--- config.mk ---
export PLATFORM = sky130hd
export DESIGN_NAME = vtage_fb_ctrl
export DESIGN_NICKNAME = d
export VERILOG_FILES = /design/src/rtl/vtage_pkg.sv /design/src/rtl/vtage_fb_lane.sv /design/src/rtl/vtage_fb_ctrl.sv
export SDC_FILE = /design/constraint.sdc
export NUM_CORES = 1
export LEC_CHECK = 0
export BUFFER_PORTS_ARGS = -buffer_cell sky130_fd_sc_hd__buf_2
export CORE_ASPECT_RATIO = 0.75
export CORE_MARGIN = 1.5
export CORE_UTILIZATION = 41
export DETAILED_ROUTE_END_ITERATION = 16
export HOLD_SLACK_MARGIN = 0.02
export PLACE_DENSITY = 0.81
export SLEW_MARGIN = 20
export SYNTH_ARGS = -nofsm -noshare
export SYNTH_HDL_FRONTEND = slang
export SYNTH_SLANG_ARGS = --single-unit
export TNS_END_PERCENT = 30
--- constraint.sdc ---
create_clock -name clk_i -period 1.5 [get_ports clk_i]
set_input_delay 0.3 -clock clk_i [delete_from_list [all_inputs] [get_ports clk_i]]
set_output_delay 0.3 -clock clk_i [all_outputs]
set_load 0.01 [all_outputs]
--- src/rtl/vtage_pkg.sv ---
// Shared types and constants for the VTAGE commit-side feedback controller.
// Optional build macro: VTAGE_FB_STATS_EN (adds 32-bit event counters to vtage_fb_ctrl).
// The lane count and confidence width default from `P_NUM_PRED / `P_CONF_THRES_WIDTH.

`ifndef P_NUM_PRED
`define P_NUM_PRED 2
`endif

`ifndef P_CONF_THRES_WIDTH
`define P_CONF_THRES_WIDTH 3
`endif

package vtage_pkg;

    localparam int unsigned CONF_THRES_WIDTH = `P_CONF_THRES_WIDTH;
    localparam logic [CONF_THRES_WIDTH-1:0] CONF_MAX = '1;
    localparam logic [1:0] USE_MAX = 2'd3;
    localparam int unsigned STAT_W = 32;

    typedef enum logic [2:0] {
        FB_NONE,
        FB_HIT_OK,
        FB_HIT_BAD,
        FB_MISS_ALLOC,
        FB_MISS_AGE
    } fb_case_e;

    // Saturating add for the event counters; they stick at all-ones.
    function automatic logic [STAT_W-1:0] sat_add(input logic [STAT_W-1:0] a,
                                                  input logic [STAT_W-1:0] b);
        logic [STAT_W:0] s;
        s = (STAT_W+1)'(a) + (STAT_W+1)'(b);
        return s[STAT_W] ? '1 : s[STAT_W-1:0];
    endfunction

endpackage

--- src/rtl/vtage_fb_lane.sv ---
// One commit lane: classifies the outcome and produces the combinational
// feedback pulses that the top level registers.

module vtage_fb_lane
    import vtage_pkg::*;
#(
    parameter int unsigned P_CONF_THRES_WIDTH = `P_CONF_THRES_WIDTH,
    parameter int unsigned P_HASH_LENGTH      = 15
) (
    input  logic                          valid,
    input  logic                          tag_match,
    input  logic [P_HASH_LENGTH-1:0]      pred_value,
    input  logic [P_HASH_LENGTH-1:0]      actual_value,
    input  logic [P_CONF_THRES_WIDTH-1:0] conf,
    input  logic [1:0]                    useful,
    output logic                          incr_conf_c,
    output logic                          rst_conf_c,
    output logic                          incr_use_c,
    output logic                          decr_use_c,
    output logic                          load_tag_c,
    output logic                          load_value_c
`ifdef VTAGE_FB_STATS_EN
    ,
    output fb_case_e                      fb_case_c
`endif
);

    localparam logic [P_CONF_THRES_WIDTH-1:0] LANE_CONF_MAX = '1;

    fb_case_e fb_case;
    logic     correct;

    // Classify the commit outcome into one of the feedback cases.
    always_comb begin
        fb_case = FB_NONE;
        correct = (pred_value == actual_value);
        if (valid) begin
            if (tag_match) begin
                fb_case = correct ? FB_HIT_OK : FB_HIT_BAD;
            end else begin
                fb_case = (useful == 2'd0) ? FB_MISS_ALLOC : FB_MISS_AGE;
            end
        end
    end

    // Translate the case into entry update pulses; counters saturate, never wrap.
    always_comb begin
        incr_conf_c  = 1'b0;
        rst_conf_c   = 1'b0;
        incr_use_c   = 1'b0;
        decr_use_c   = 1'b0;
        load_tag_c   = 1'b0;
        load_value_c = 1'b0;
        case (fb_case)
            FB_HIT_OK: begin
                incr_conf_c = (conf != LANE_CONF_MAX);
                incr_use_c  = (useful != USE_MAX);
            end
            FB_HIT_BAD: begin
                rst_conf_c   = 1'b1;
                decr_use_c   = (useful != 2'd0);
                load_value_c = (conf == '0);
            end
            FB_MISS_ALLOC: begin
                load_tag_c   = 1'b1;
                load_value_c = 1'b1;
                rst_conf_c   = 1'b1;
            end
            FB_MISS_AGE: begin
                decr_use_c = 1'b1;
            end
            default: ;
        endcase
    end

`ifdef VTAGE_FB_STATS_EN
    assign fb_case_c = fb_case;
`endif

endmodule

--- src/rtl/vtage_fb_ctrl.sv ---
// Commit-side feedback controller for the VTAGE predictor entry: registers
// per-lane feedback pulses and load data, and runs the usefulness decay counter.
// Optional build macro: VTAGE_FB_STATS_EN adds stat_hit_ok_o / stat_hit_bad_o / stat_alloc_o.

module vtage_fb_ctrl
    import vtage_pkg::*;
#(
    parameter int unsigned P_NUM_PRED         = `P_NUM_PRED,
    parameter int unsigned P_CONF_THRES_WIDTH = `P_CONF_THRES_WIDTH,
    parameter int unsigned P_HASH_LENGTH      = 15,
    parameter int unsigned P_DECAY_LOG        = 8
) (
    input  logic                                           clk_i,
    input  logic                                           rst_n_i,
    input  logic [P_NUM_PRED-1:0]                          cm_valid_i,
    input  logic [P_NUM_PRED-1:0]                          cm_tag_match_i,
    input  logic [P_NUM_PRED-1:0][P_HASH_LENGTH-1:0]       cm_tag_i,
    input  logic [P_NUM_PRED-1:0][P_HASH_LENGTH-1:0]       cm_pred_value_i,
    input  logic [P_NUM_PRED-1:0][P_HASH_LENGTH-1:0]       cm_actual_value_i,
    input  logic [P_NUM_PRED-1:0][P_CONF_THRES_WIDTH-1:0]  cm_conf_i,
    input  logic [P_NUM_PRED-1:0][1:0]                     cm_useful_i,
    output logic [P_NUM_PRED-1:0]                          fb_incr_conf_o,
    output logic [P_NUM_PRED-1:0]                          fb_rst_conf_o,
    output logic [P_NUM_PRED-1:0]                          fb_incr_use_o,
    output logic [P_NUM_PRED-1:0]                          fb_decr_use_o,
    output logic [P_NUM_PRED-1:0]                          fb_load_tag_o,
    output logic [P_NUM_PRED-1:0]                          fb_load_value_o,
    output logic [P_NUM_PRED-1:0][P_HASH_LENGTH-1:0]       fb_tag_o,
    output logic [P_NUM_PRED-1:0][P_HASH_LENGTH-1:0]       fb_value_o,
`ifdef VTAGE_FB_STATS_EN
    output logic [STAT_W-1:0]                              stat_hit_ok_o,
    output logic [STAT_W-1:0]                              stat_hit_bad_o,
    output logic [STAT_W-1:0]                              stat_alloc_o,
`endif
    output logic                                           decay_pulse_o
);

    localparam int unsigned CNT_W = P_DECAY_LOG + 1;
    localparam int unsigned POP_W = $clog2(P_NUM_PRED + 1);
    localparam int unsigned SUM_W = ((CNT_W > POP_W) ? CNT_W : POP_W) + 1;
    localparam logic [SUM_W-1:0] DECAY_PERIOD = SUM_W'(1) << P_DECAY_LOG;
    localparam logic [SUM_W-1:0] DECAY_MASK   = DECAY_PERIOD - SUM_W'(1);

    logic [P_NUM_PRED-1:0] lane_incr_conf;
    logic [P_NUM_PRED-1:0] lane_rst_conf;
    logic [P_NUM_PRED-1:0] lane_incr_use;
    logic [P_NUM_PRED-1:0] lane_decr_use;
    logic [P_NUM_PRED-1:0] lane_load_tag;
    logic [P_NUM_PRED-1:0] lane_load_value;

    logic [CNT_W-1:0] decay_cnt;
    logic [CNT_W-1:0] decay_cnt_nxt_c;
    logic [POP_W-1:0] commit_cnt_c;
    logic [SUM_W-1:0] decay_sum_c;
    logic             decay_wrap_c;

`ifdef VTAGE_FB_STATS_EN
    fb_case_e [P_NUM_PRED-1:0] lane_case;
`endif

    // Per-lane classification and pulse generation.
    for (genvar i = 0; i < P_NUM_PRED; i++) begin : g_lane
        vtage_fb_lane #(
            .P_CONF_THRES_WIDTH (P_CONF_THRES_WIDTH),
            .P_HASH_LENGTH      (P_HASH_LENGTH)
        ) u_lane (
            .valid        (cm_valid_i[i]),
            .tag_match    (cm_tag_match_i[i]),
            .pred_value   (cm_pred_value_i[i]),
            .actual_value (cm_actual_value_i[i]),
            .conf         (cm_conf_i[i]),
            .useful       (cm_useful_i[i]),
            .incr_conf_c  (lane_incr_conf[i]),
            .rst_conf_c   (lane_rst_conf[i]),
            .incr_use_c   (lane_incr_use[i]),
            .decr_use_c   (lane_decr_use[i]),
            .load_tag_c   (lane_load_tag[i]),
`ifdef VTAGE_FB_STATS_EN
            .fb_case_c    (lane_case[i]),
`endif
            .load_value_c (lane_load_value[i])
        );
    end

    // Decay accumulation: add this cycle's commits, wrap modulo the period keeping the remainder.
    always_comb begin
        commit_cnt_c = '0;
        for (int i = 0; i < P_NUM_PRED; i++) begin
            if (cm_valid_i[i]) begin
                commit_cnt_c = commit_cnt_c + POP_W'(1);
            end
        end
        decay_sum_c     = SUM_W'(decay_cnt) + SUM_W'(commit_cnt_c);
        decay_wrap_c    = (decay_sum_c >= DECAY_PERIOD);
        decay_cnt_nxt_c = CNT_W'(decay_sum_c & DECAY_MASK);
    end

    // Decay counter and decay pulse register.
    always_ff @(posedge clk_i or negedge rst_n_i) begin
        if (!rst_n_i) begin
            decay_cnt     <= '0;
            decay_pulse_o <= 1'b0;
        end else begin
            decay_cnt     <= decay_cnt_nxt_c;
            decay_pulse_o <= decay_wrap_c;
        end
    end

    // Feedback pulse registers; a decay cycle forces every lane to decrement usefulness.
    always_ff @(posedge clk_i or negedge rst_n_i) begin
        if (!rst_n_i) begin
            fb_incr_conf_o  <= '0;
            fb_rst_conf_o   <= '0;
            fb_incr_use_o   <= '0;
            fb_decr_use_o   <= '0;
            fb_load_tag_o   <= '0;
            fb_load_value_o <= '0;
        end else begin
            fb_incr_conf_o  <= lane_incr_conf;
            fb_rst_conf_o   <= lane_rst_conf;
            fb_incr_use_o   <= decay_wrap_c ? '0 : lane_incr_use;
            fb_decr_use_o   <= decay_wrap_c ? '1 : lane_decr_use;
            fb_load_tag_o   <= lane_load_tag;
            fb_load_value_o <= lane_load_value;
        end
    end

    // Load data registers; they hold their value unless the lane loads.
    always_ff @(posedge clk_i or negedge rst_n_i) begin
        if (!rst_n_i) begin
            fb_tag_o   <= '0;
            fb_value_o <= '0;
        end else begin
            for (int i = 0; i < P_NUM_PRED; i++) begin
                if (lane_load_tag[i]) begin
                    fb_tag_o[i] <= cm_tag_i[i];
                end
                if (lane_load_value[i]) begin
                    fb_value_o[i] <= cm_actual_value_i[i];
                end
            end
        end
    end

`ifdef VTAGE_FB_STATS_EN
    logic [POP_W-1:0] n_hit_ok_c;
    logic [POP_W-1:0] n_hit_bad_c;
    logic [POP_W-1:0] n_alloc_c;

    // Count this cycle's events across lanes.
    always_comb begin
        n_hit_ok_c  = '0;
        n_hit_bad_c = '0;
        n_alloc_c   = '0;
        for (int i = 0; i < P_NUM_PRED; i++) begin
            if (lane_case[i] == FB_HIT_OK) begin
                n_hit_ok_c = n_hit_ok_c + POP_W'(1);
            end
            if (lane_case[i] == FB_HIT_BAD) begin
                n_hit_bad_c = n_hit_bad_c + POP_W'(1);
            end
            if (lane_case[i] == FB_MISS_ALLOC) begin
                n_alloc_c = n_alloc_c + POP_W'(1);
            end
        end
    end

    // Free-running saturating event counters.
    always_ff @(posedge clk_i or negedge rst_n_i) begin
        if (!rst_n_i) begin
            stat_hit_ok_o  <= '0;
            stat_hit_bad_o <= '0;
            stat_alloc_o   <= '0;
        end else begin
            stat_hit_ok_o  <= sat_add(stat_hit_ok_o, STAT_W'(n_hit_ok_c));
            stat_hit_bad_o <= sat_add(stat_hit_bad_o, STAT_W'(n_hit_bad_c));
            stat_alloc_o   <= sat_add(stat_alloc_o, STAT_W'(n_alloc_c));
        end
    end
`endif

endmodule

==> results of run 1 <==
[sequential cells by signal (all words and copies together) (netlist names)]
name	cells
fb_tag_o	30
fb_value_o	30
decay_cnt	8
fb_decr_use_o	2
fb_incr_conf_o	2
fb_incr_use_o	2
fb_load_tag_o	2
fb_load_value_o	2
fb_rst_conf_o	2
decay_pulse_o	1
[repair_timing]
| action | in CTS | in global routing |
|---|---|---|
| endpoints found under the setup margin | 35 | 37 |
| hold endpoints to repair | 25 | 0 |
| setup buffers | 1 | 1 |
| pin swaps | 6 | 17 |
| cloned | 0 | 1 |
| hold buffers | 1 | 0 |
| resized for setup | 3 | 27 |
[path summary, 6_finish.rpt]
kind	start	end	slack (ns)	depth (start not counted)
max in group asynchronous	rst_n_i	fb_value_o[22]$_DFFE_PN0P_	0.57	3
max	cm_actual_value_i[6]	fb_value_o[13]$_DFFE_PN0P_	-0.05	8
min reg2reg	decay_cnt[4]$_DFF_PN0_	decay_cnt[4]$_DFF_PN0_	0.46	1
max reg2reg	decay_cnt[0]$_DFF_PN0_	fb_decr_use_o[1]$_DFF_PN0_	-0.01	7
min	cm_conf_i[3]	fb_incr_conf_o[1]$_DFF_PN0_	0.18	2
min in group asynchronous	rst_n_i	fb_tag_o[27]$_DFFE_PN0P_	0.44	2
[final cells by class]
| class | instances | area, µm² |
|---|---|---|
| tap | 108 | 135 |
| inverter | 5 | 18.8 |
| sequential | 81 | 2030 |
| multi-input combinational | 145 | 1580 |
| clock buffer | 11 | 243 |
| clock inverter | 5 | 78.8 |
| fill | 649 | 3050 |
| timing repair buffer | 208 | 1250 |
[cells in the mapped netlist]
master / number / area, µm²
nor2b_1: 2 / 12.5
nor4_4: 2 / 42.5
nor3_1: 4 / 20.0
nand2_1: 2 / 7.51
nor4b_2: 2 / 30.0
xor2_1: 4 / 35.0
mux2_4: 18 / 270
nor3_4: 1 / 16.3
a21oi_1: 1 / 5.00
nand4_1: 8 / 50.1
buf_12: 1 / 20.0
ha_1: 3 / 37.5
o21a_1: 1 / 7.51
a31oi_1: 2 / 12.5
nand3_1: 3 / 15.0
nor3b_1: 1 / 7.51
dfrtp_1: 81 / 2030
buf_6: 1 / 11.3
xnor2_1: 32 / 280
a211oi_1: 2 / 15.0
inv_1: 5 / 18.8
fa_1: 1 / 20.0
nor2_1: 6 / 22.5
buf_2: 2 / 10.0
o21ai_0: 6 / 30.0
or2b_1: 1 / 7.51
mux2_2: 42 / 473
nor2_2: 1 / 6.26
[critical path: cells and delay by family]
family	cells	cell delay [ns]
and+or+nand+nor	3	0.55
buffers and inverters	3	0.48
muxes	1	0.29
xor gates and xnor gates	1	0.14
[metrics by stage]
step	setup WS [ns]	hold slack (ns)	cells
6_report	-0.0451	0.177	563
5_1_grt	-0.101	0.174	563
4_1_cts	-0.0802	0.164	561
3_5_place_dp	-0.611	0.244	543
3_3_place_gp	-0.554	0.242	543
2_1_floorplan	-0.159	0.00441	235
[power by group]
| part | internal, µW | switching, µW | total [µW] |
|---|---|---|---|
| logic | 1030 | 800 | 1830 |
| clock network | 1500 | 818 | 2320 |
| registers | 2700 | 288 | 2990 |
[layer usage]
metal	global-route usage [%]	part of all wire (%)	vias up
met5	0	0	-
met4	4.49	1.3	0
met3	6.20	6.9	10
met2	32.0	51	98
met1	22.8	41	1340
li1	-	-	1260
[logic make-up (layout without fill, tap and decap cells)]
group                      Yosys count  after routing  synth area share, %
adders and majority gates            4              4                 1.64
buffers and inverters                9            229                 1.71
xor gates and xnor gates            36             36                 8.98
AOI/OAI and AO/OA                   12             12                 2.00
muxes                               60             60                 21.2
DFF                                 81             81                 57.7
and+or+nand+nor                     33             33                 6.77
==> impl_results.md, run 1 <==
* Clk slew on worst S/H paths at 0.06 ns
* Post-detail-place hpwl at 6.59 mm
* Vias in the first global route at 2772
* Total GRT Usage at approximately a fifth
* Pre-antenna DRT Iters at 4
* Hold Fails Final Rpt at 0
* Final setup fails at 18
* FP Rows at 29
* Fin nets at 560
* Share of layout cells above drive strength 1 at 67.7%
* CP required at 1.71 ns
* Routed vias/inst at roughly 4.8
* Final instance area at 5340 µm²
* Global-route wire length before repair at around 13 mm
* Yosys reg bits at 81
* Initial antenna violation count at 0
* Port-buffer cells at 178
* CP Launch Type: primary input
* Critical path's slowest cell: nor4_4
* Pin count of the biggest net entering global routing at 31
* Critical Path Most Common Cell: buf_4
* RSZ-0062 raised after global routing: true
* Fin crit period at 1.55 ns
* Worst path cell trace: buf_4 > xnor2_2 > nand4_1 > nor4_4 > buf_4 > nor3_4 > clkbuf_16 > mux2_4
* Global placer's final weighted congestion at 0.718
* Synth Cell Area at 3510 µm²
* DRT antenna net count at 0
* Final setup margin at -0.0451 ns
* Slew HR at 63.1%
* CTS Buf Count at 9
* Distinct cells, synth at 28
* Critical path type: in2reg
* DRC viols at 0
* Worst slew pin tran at 0.553 ns
* Sink Count at 81
* Routed len/inst at 15.2 µm
* Worst path max stage delay at 0.31 ns
* Mapped Nets at 345
* Tot Pwr at a little over 7000 µW
* VDD IR max at 0.647 mV
* Antenna diode count at 0
* Clock Skew at 0.00572 ns
* Vias at 2708
* Util after Layout at 63.7%
* I/O pin cnt at 179
* Placed standard-cell area at 4810 µm²
* MaxCap Viol Count at 0
* Avg Inst Size Synth at 14.9 µm²
* Area of the core at 8380 µm²
* Worst Setup End Kind: register
* Die area at 9130 µm²
* Routed wire length at about 8.5 mm
* Commonest non-fill, non-tap cell in the layout: buf_2
* Period utilization at 103%
* Failing checks: setup timing
* Clk root buf: clkbuf_16
* Die X at 110 µm
* GRT overflow at 0
* Setup TNS at -0.504 ns
* Die Y at 83.1 µm
* CTS H-tree lvls at 3
* DRT iter0 DRCs at 93
* Initial core utilization at 41.9%
* Max Slew Vio Count at 0
* CTS Buffer Depth at 2
* Part of the Yosys area used for sequential elements at 57.7%
* Most frequent cells in the layout: buf_2 (168), dfrtp_1 (81), mux2_2 (42), buf_4 (26), xnor2_1 (21)
* Crit path DAT at between 1.5 and 2 ns
* Status: finished with violations
* Cells after Synth at approximately 240
* CP max FO at 8
* Area delta synth->final at 52.0%
* PwrDens at 1340 nW/µm²
* Yosys Warn Count at 0
* CTS tree: built
* Clock Latency Late Sink at 0.32 ns
* Leak at around 0.0027 µW
* Peak Freq at 647 MHz
* Worst hold path class: in2reg
Note: power is estimated with default switching activity, not from simulation.
==> inputs of run 2 (changes only) <==
--- a/config.mk
+++ b/config.mk
@@ -5,15 +5,15 @@
 export SDC_FILE = /design/constraint.sdc
 export NUM_CORES = 1
 export LEC_CHECK = 0
+export ABC_AREA = 1
 export BUFFER_PORTS_ARGS = -buffer_cell sky130_fd_sc_hd__buf_2
 export CORE_ASPECT_RATIO = 0.75
 export CORE_MARGIN = 1.5
-export CORE_UTILIZATION = 41
+export CORE_UTILIZATION = 43
 export DETAILED_ROUTE_END_ITERATION = 16
 export HOLD_SLACK_MARGIN = 0.02
-export PLACE_DENSITY = 0.81
+export PLACE_DENSITY = 0.82
 export SLEW_MARGIN = 20
 export SYNTH_ARGS = -nofsm -noshare
 export SYNTH_HDL_FRONTEND = slang
 export SYNTH_SLANG_ARGS = --single-unit
-export TNS_END_PERCENT = 30
==> run 2 against run 1 <==
Against the previous run: the flow finishes with violations (hold timing, setup timing); critical path depth increased by 3; via count up 55%; design area is 10% higher; wire length rose by 34%; cell count up 61%; combinational power down 3%; sequential share of layout area shrank 3.5 points; global-route usage is 3.9 points higher.
==> impl_results.md, run 2 <==
* CTS H-tree lvls at 3
* Part of the Yosys area used for sequential elements at 49.6%
* RSZ-0062 raised after global routing: true
* Post-synth EDFFs at 0
* Commonest non-fill, non-tap cell in the layout: nand2_1
* Most instantiated library cell after synthesis: nand2_1
* Max Slew Vio Count at 0
* Worst hold slack at -0.00994 ns
* Worst slew pin tran at 0.459 ns
* Total GRT Usage at 22.6%
* Mapped Nets at ~660
* Slew HR at 69.4%
* Synth top area share at between 40% and 50%
* Worst path cell trace: buf_2 > ha_4 > ha_4 > inv_2 > fa_2 > nor2_2 > nand2_1 > nor2_2 > nand3_2 > nand2_1 > nor2_1
* Global routing usage on met2 at about two fifths
* Global-route wire length before repair at 17.8 mm
* Post-synth top cells: nand2_1 (258), dfrtp_1 (81), inv_1 (66), nor2_1 (44), nand3_1 (27)
* Pre-antenna DRT Iters at 4
* Fraction of registers with async set/reset at 100%
* Top Registers: fb_tag_o (30), fb_value_o (30), decay_cnt (8)
* Area leader, netlist: dfrtp_1
* Most frequent cells in the layout: nand2_1 (258), buf_2 (177), dfrtp_1 (81), inv_1 (65), buf_4 (48)
* DRT antenna net count at 0
* CTS Buffer Depth at 2
* Share of layout cells above drive strength 1 at about a third
* Clock Latency Late Sink at 0.32 ns
* MaxCap Viol Count at 0
* Area delta synth->final at 43.8%
* CTS Hold Buffers Added at 0
* Worst Setup End Kind: register
* Crit path DAT at 1.77 ns
* Die area at between 10000 and 15000 µm²
* Distinct cells, synth at 33
* GRT overflow at 0
* CP Launch Type: primary input
* Routed len/inst at about 13 µm
* Critical R2R Launch: decay_cnt[0]$_DFF_PN0_
* Hold Fails Final Rpt at 13
* Top post-synthesis cells by area: dfrtp_1 (50%), nand2_1 (24%), inv_1 (6.1%)
* Worst path max stage delay at 0.34 ns
* Routed vias/inst at 4.62
* Synth Cell Area at 4080 µm²
* Antenna diode count at 0
* Clock Skew at approximately 0.0047 ns
* Port-buffer cells at 178
* CP startpoint: cm_valid_i[0]
* Critical path type: in2reg
* Pin count of the biggest net entering global routing at approximately 80
* Cell family with most CP delay: adder cells
* CP required at 1.71 ns
* Critical path's slowest cell: fa_2
* Die Y at about 87 µm
* Worst hold path class: in2async
* Setup TNS at -0.158 ns
* Multi-input logic area at ~1800 µm²
* Period utilization at 104%
* Fin nets at roughly 890
* Routed wire length at approximately 11 mm
* Area of the core at 9120 µm²
* Final setup margin at -0.0592 ns
* Fin crit period at 1.56 ns
* Cells after Synth at 549
* Clk root buf: clkbuf_16
* Initial core utilization at 44.8%
* Failing checks: hold timing, setup timing
* Busiest metal layer after global routing: met2
* Final setup fails at 3
* Non-Filler Instances at 909
* Status: finished with violations
* I/O pin cnt at 179
* Global placer's final weighted congestion at just under 0.9
* CTS tree: built
* CTS Buf Count at 9
* Met1 Use GR at roughly 28%
* Yosys Warn Count at 0
* Vias in the first global route at 3895
* Peak Freq at between 600 and 700 MHz
* Avg Inst Size Synth at 7.44 µm²
* Leak at 0.00357 µW
* Yosys reg bits at 81
* Placed Cells at 895
* Sink Count at 81
* Met3 Usage GRT at between 6 and 7%
* # fillers at 795
* PwrDens at 1210 nW/µm²
* Vias at 4198
* DRC viols at 0
* CP max FO at 5
* FP Rows at 30
* Die X at approximately 120 µm
* CP bufs+invs at 2
* Initial antenna violation count at 0
* Clk slew on worst S/H paths at ~0.06 ns
* Total area of sequential cells at 2030 µm²
* VDD IR max at 0.675 mV
* DRT iter0 DRCs at 194
* Most used DFF post-synth: dfrtp_1
* Post-detail-place hpwl at 8.90 mm
## run 2: changes by cell type after synthesis, sizes merged, moves of 5 or more
cell,delta
nand2,+264
inv,+62
mux2,-60
nor2,+40
nand3,+26
xnor2,-25
buf,+5
## run 2: cells by family after synthesis
kind of cell | after synthesis | synth area share [%]
AND/OR/NAND/NOR | 363 | 36.6
flip-flops | 81 | 49.6
buffers and inverters | 78 | 7.88
AO/OA/AOI/OAI | 12 | 2.08
XOR/XNOR | 11 | 2.36
adder cells (fa/ha/maj) | 4 | 1.41
## run 2: metal layers
metal | routed length [µm] | share of wire [%]
met2 | 5330 | 47
met5 | 0 | 0
met4 | 150 | 1.3
met1 | 5030 | 44
met3 | 881 | 7.7
## run 2: final cells by class
| cell class | count | share of cell area [%] |
|---|---|---|
| multi-input cells | 390 | 30.3 |
| clock buffers | 9 | 3.84 |
| flip-flops and latches | 81 | 34.5 |
| inverters | 68 | 4.35 |
| repair buffers | 229 | 22.6 |
| well taps | 128 | 2.73 |
| clock inverters | 4 | 1.62 |
## run 2: worst reg2reg max path: stages (launching register included)
cell	delay, ns
dfrtp_1	0.37
ha_4	0.14
inv_2	0.03
fa_2	0.34
nor2_2	0.10
nand2_1	0.07
nor2_2	0.12
nand3_2	0.13
nand2_1	0.09
nor2_1	0.04
## run 2: where the power goes
part           total (µW)  switching, µW  internal [µW]  leakage, µW
Clock                2380            788           1590     0.000157
Combinational        1770            945            820      0.00238
Sequential           2930            284           2650      0.00103
Total                7080           2020           5060      0.00357
## run 2: path summary, 6_finish.rpt
check | to | slack (ns) | cells past startpoint
max reg2reg | fb_incr_use_o[0]$_DFF_PN0_ | -0.05 | 9
min in group clk_i | fb_tag_o[6]$_DFFE_PN0P_ | 0.17 | 3
max | fb_incr_use_o[0]$_DFF_PN0_ | -0.06 | 11
min reg2reg | fb_tag_o[20]$_DFFE_PN0P_ | 0.47 | 2
min | fb_tag_o[24]$_DFFE_PN0P_ | -0.01 | 2
max in group asynchronous | fb_value_o[0]$_DFFE_PN0P_ | 1.13 | 2
## run 2: through the flow
stage | cell area, µm² | worst slack [ns] | utilization (%) | total power [µW]
global route | 5870 | -0.113 | 64.4 | 7490
global placement | 5530 | -0.351 | 60.7 | 4620
floorplan | 4120 | -0.180 | - | 3810
detailed placement | 5530 | -0.416 | 60.7 | 4720
finish | 5870 | -0.0592 | 64.4 | 7080
CTS | 5850 | -0.0683 | 64.2 | 7150
## run 2: timing repair
| action | CTS | global route |
|---|---|---|
| setup endpoints to repair | 3 | 20 |
| gates resized for setup | 0 | 2 |
| setup buffers | 0 | 1 |
| gates cloned | 0 | 0 |
| pin swaps | 1 | 2 |
